<file path="src/rtl/jt49_pcm.sv">
// Converts the PSG's 10-bit unsigned mix into a decimated, DC-free, signed 16-bit PCM stream.
// Pipeline: window box average, leaky-integrator DC removal, one-entry valid/ready output register.
module jt49_pcm #(
  parameter int DECIM_W  = 5,
  parameter int DC_SHIFT = 8
) (
  input  logic        clk,
  input  logic        rst_n,
  input  logic        cen,
  input  logic [9:0]  sound,
  input  logic        mute,
  output logic [15:0] pcm,
  output logic        pcm_valid,
  input  logic        pcm_ready,
  output logic        overrun
);

  localparam int AW = 10 + DECIM_W;
  localparam int DW = 10 + DC_SHIFT;
  localparam logic [DECIM_W-1:0] CNT_MAX = '1;
  localparam logic [DECIM_W-1:0] CNT_ONE = DECIM_W'(1);

  logic [AW-1:0]      acc_r;
  logic [AW-1:0]      sum_s;
  logic [DECIM_W-1:0] cnt_r;
  logic [9:0]         avg_r;
  logic               win_done_r;

  logic [DW-1:0]      dc_r;
  logic [DW-1:0]      dc_next_s;
  logic [9:0]         mean_s;
  logic signed [10:0] diff_s;
  logic               primed_r;
  logic               s1_fire_r;
  logic [15:0]        s1_pcm_r;

  logic [15:0]        pcm_r;
  logic               pcm_valid_r;
  logic               overrun_r;

  // Window sum and DC-tracker arithmetic; the full window sum never exceeds AW bits.
  always_comb begin
    sum_s     = acc_r + {{DECIM_W{1'b0}}, sound};
    mean_s    = dc_r[DW-1:DC_SHIFT];
    diff_s    = $signed({1'b0, avg_r}) - $signed({1'b0, mean_s});
    dc_next_s = dc_r - {{DC_SHIFT{1'b0}}, mean_s} + {{DC_SHIFT{1'b0}}, avg_r};
  end

  // Stage 0: accumulate sound over 2^DECIM_W cen ticks, then publish the truncated average.
  always_ff @(posedge clk or negedge rst_n) begin
    if (!rst_n) begin
      acc_r      <= '0;
      cnt_r      <= '0;
      avg_r      <= 10'd0;
      win_done_r <= 1'b0;
    end else if (cen) begin
      if (cnt_r == CNT_MAX) begin
        avg_r      <= sum_s[AW-1:DECIM_W];
        acc_r      <= '0;
        cnt_r      <= '0;
        win_done_r <= 1'b1;
      end else begin
        acc_r      <= sum_s;
        cnt_r      <= cnt_r + CNT_ONE;
        win_done_r <= 1'b0;
      end
    end else begin
      win_done_r <= 1'b0;
    end
  end

  // Stage 1: the first window seeds the integrator so the stream starts at zero instead of a DC step.
  always_ff @(posedge clk or negedge rst_n) begin
    if (!rst_n) begin
      dc_r      <= '0;
      primed_r  <= 1'b0;
      s1_fire_r <= 1'b0;
      s1_pcm_r  <= 16'd0;
    end else if (win_done_r) begin
      s1_fire_r <= 1'b1;
      if (!primed_r) begin
        dc_r     <= {avg_r, {DC_SHIFT{1'b0}}};
        primed_r <= 1'b1;
        s1_pcm_r <= 16'd0;
      end else begin
        dc_r     <= dc_next_s;
        s1_pcm_r <= mute ? 16'd0 : {diff_s, 5'b00000};
      end
    end else begin
      s1_fire_r <= 1'b0;
    end
  end

  // Stage 2: one-entry output register; a sample arriving while full and stalled is dropped.
  always_ff @(posedge clk or negedge rst_n) begin
    if (!rst_n) begin
      pcm_r       <= 16'd0;
      pcm_valid_r <= 1'b0;
      overrun_r   <= 1'b0;
    end else if (s1_fire_r) begin
      if (!pcm_valid_r || pcm_ready) begin
        pcm_r       <= s1_pcm_r;
        pcm_valid_r <= 1'b1;
      end else begin
        overrun_r   <= 1'b1;
      end
    end else if (pcm_valid_r && pcm_ready) begin
      pcm_valid_r <= 1'b0;
    end else begin
      pcm_valid_r <= pcm_valid_r;
    end
  end

  assign pcm       = pcm_r;
  assign pcm_valid = pcm_valid_r;
  assign overrun   = overrun_r;

endmodule

</file>
<file path="config.mk">
export PLATFORM = sky130hd
export DESIGN_NAME = jt49_pcm
export DESIGN_NICKNAME = d
export VERILOG_FILES = /design/src/rtl/jt49_pcm.sv
export SDC_FILE = /design/constraint.sdc
export NUM_CORES = 1
export LEC_CHECK = 0
export CAP_MARGIN = 20
export CORE_ASPECT_RATIO = 1.1
export CORE_MARGIN = 5
export CORE_UTILIZATION = 60
export DETAILED_ROUTE_END_ITERATION = 6
export PLACE_DENSITY = 0.88
export SLEW_MARGIN = 10
export SYNTH_ARGS = -nofsm -noshare
export SYNTH_HDL_FRONTEND = slang
export SYNTH_SLANG_ARGS = --single-unit
</file>
<file path="constraint.sdc">
create_clock -name clk -period 3.75 [get_ports clk]
set_clock_uncertainty 0.1 [all_clocks]
set_input_delay 1.125 -clock clk [delete_from_list [all_inputs] [get_ports clk]]
set_output_delay 1.125 -clock clk [all_outputs]
set_load 0.005 [all_outputs]
</file>
==> impl_metrics.tcl <==
set metrics [dict create \
    max_slew.worst_pin.slew_ns 0.919 \
    initial_core_util 0.613 \
    clk_pin_slew_worst_paths_ns 0.09 \
    place_congestion 0.935 \
    drive_gt1_frac 0.0823 \
    synth_adder_area_share 0.145 \
    clock_path_buffers 2 \
    critPathKind "flip-flop to flip-flop" \
    grt_overflow 0 \
    max_freq_mhz 298 \
    drv_slew 0 \
    p_total_mw 5.08 \
    fin_ws_ns 0.396 \
    final_cell_mix "dfrtp_1, inv_1, o21ai_0, ha_1, nand2_1" \
    ctsHoldBuffers 0 \
    synth_cell_type_count 64 \
    grt_first_pass_wirelength_um 19700 \
    syn_to_final_growth_pct 10.1 \
    clk_latency_ns 0.37 \
    post-cts-setup-buffers 0 \
    core_mm2 0.00836 \
    finalNonFillerCells 682 \
    die_area_mm2 0.0105 \
    cp-end-kind "flip-flop" \
    h-tree-depth 3 \
    nets 634 \
    cts_root_buf "clkbuf_8" \
    rows 35 \
    cts_tree "yes" \
    hpwl_um 8300 \
    dp_slack_ns 0.0542 \
    final_common_cell "dfrtp_1" \
    ys_ff_latch 75 \
    grt_pass1_vias 4231 \
    syn_area_per_cell_um2 9.40 \
    synthMuxAreaShare 0.0369 \
    antenna_cells 0 \
    crit_buf_inv 2 \
    holdCritPathClass "flip-flop to flip-flop" \
    dpl_cell_area_mm2 0.00545 \
    die_x_um 98.1 \
    period_needed_ns 3.35 \
    ctsResizeCount 0 \
    leakagePower_nw 2.59 \
    powerDensity_mw_per_mm2 900 \
    rsz0062_at_grt "false" \
    routed_wl_um 11100 \
    timing.critical_path.cells "inv_1 > fa_1 > inv_1 > fa_1 > a211oi_1 > o21bai_1 > a221oi_2 > a31oi_1 > xnor2_1 > o21ai_0" \
    clock-sinks 75 \
    yosysWarningCount 0 \
    finalSetupViolations 0 \
    synth_cells 545 \
    placed_cells 667 \
    grt_start_max_net_pins 76 \
    crit_family "compound AO/OA/AOI/OAI gates" \
    startpoint_type "flip-flop" \
    grt_usage 0.229 \
    cp.required_ns 3.89 \
    synthXorXnorAreaFrac 0.0359 \
    dr.pass1.iters 5 \
    status "finished clean" \
    maxSlewHeadroom 0.387 \
    fill_cells 653 \
    finalCritPeriodShare 0.894 \
    io_buffers 27 \
    final_util 0.675 \
    hold_viol 0 \
    synthArstFlopShare 1.00 \
    antenna_found_initial 0 \
    vias 4120 \
    crit_path_max_fanout 3 \
    detail_route.wl_per_cell_um 16.3 \
    fin_area_mm2 0.00564 \
    cts_buffers 9 \
    cpMaxStageDelayCell "fa_1" \
    ys_seq_area_frac 0.366 \
    viasPerCell 6.04 \
    die_h_um 107 \
    fin_tns_setup_ns 0 \
    drt_iter0_drc 171 \
    synthSimpleGateAreaFrac 0.117 \
    syn-cell-area_mm2 0.00512 \
    drv_cap 0 \
    synth_top_family_by_area "compound AO/OA/AOI/OAI gates" \
    hold_ws_ns 0.385 \
    ant_nets 0 \
    synth-compound-area-share 0.226 \
    ir_drop_mv 0.434 \
    synth_top_flop_cell "dfrtp_1" \
    max_stage_delay_ns 0.55 \
    drc 0 \
    top_level_ports 33 \
    worstPathArrival_ns 3.49 \
    synth_edf_count 0 \
]
[worst reg2reg max path, delay by kind of cell, from the launching register on]
kind | cells | cell delay [ns]
AO/OA/AOI/OAI | 5 | 1.26
flip-flops | 1 | 0.41
adder cells (fa/ha/maj) | 2 | 1.04
XOR/XNOR | 1 | 0.23
buffers and inverters | 2 | 0.19
[Yosys cell counts (all sizes together), types with 6 or more instances]
cell     n  area share
nor2    23       0.017
xor2    10       0.017
clkbuf  13      0.0098
a21o    13       0.019
nand3b   7       0.010
a21oi   27       0.026
fa      12       0.047
nand2   34       0.025
a22o     7       0.012
or3     11       0.013
nand3   13       0.013
a211oi   7       0.010
o21a     9       0.013
inv     69       0.051
xnor2   11       0.019
nor3     6      0.0059
mux2    15       0.033
ha      40       0.098
o21ai   49       0.048
buf      9       0.013
dfrtp   75        0.37
[path summary, 6_finish.rpt]
| path | slack, ns | end | start | cells after the start |
|---|---|---|---|---|
| max | 0.40 | dc_r[16] | avg_r[1] | 10 |
| max reg2reg | 0.40 | dc_r[16] | avg_r[1] | 10 |
| min reg2reg | 0.38 | overrun | overrun | 1 |
| max in group asynchronous | 2.16 | dc_r[1] | rst_n | 1 |
| min | 0.38 | overrun | overrun | 1 |
| min in group asynchronous | 0.80 | s1_pcm_r[8] | rst_n | 1 |
[cells by family (layout without fill, tap and decap cells)]
family                     count (synthesis)  count (layout)
buffers and inverters                     91             113
and+or+nand+nor                          117             117
muxes                                     17              17
adders and majority gates                 52              52
other                                      1               5
AOI/OAI and AO/OA                        171             171
xor gates and xnor gates                  21              21
DFF                                       75              75
[sequential cells by signal, summed over array words and instances (netlist names)]
name,cells
acc_r,15
avg_r,10
cnt_r,5
dc_r,18
overrun,1
pcm,11
pcm_valid,1
primed_r,1
s1_fire_r,1
s1_pcm_r,11
win_done_r,1
[per-layer routing]
metal | part of all wire | global-route usage | vias to the layer above | routed length [um]
met3 | 0.047 | 0.0338 | 24 | 519
met5 | 0 | 0 | - | 0
met2 | 0.50 | 0.398 | 126 | 5620
met4 | 0.024 | 0.0950 | 0 | 263
met1 | 0.43 | 0.285 | 1985 | 4750
li1 | - | - | 1985 | -
[final cells by class]
class	instances	area (um2)	share of cell area
inverter	69	259	0.0459
tap	111	139	0.0246
timing repair buffer	29	283	0.0501
sequential	75	1880	0.333
multi-input combinational	383	2890	0.512
clock buffer	9	124	0.0219
clock inverter	6	73.8	0.0131
[where the power goes]
group	internal (mW)	total, mW	switching [mW]	leakage [nW]
clock network	0.311	0.642	0.331	0.0938
registers	0.993	1.15	0.159	0.990
logic	1.46	3.29	1.83	1.51
total	2.76	5.08	2.32	2.59
Power figures use the tool's default switching activity.
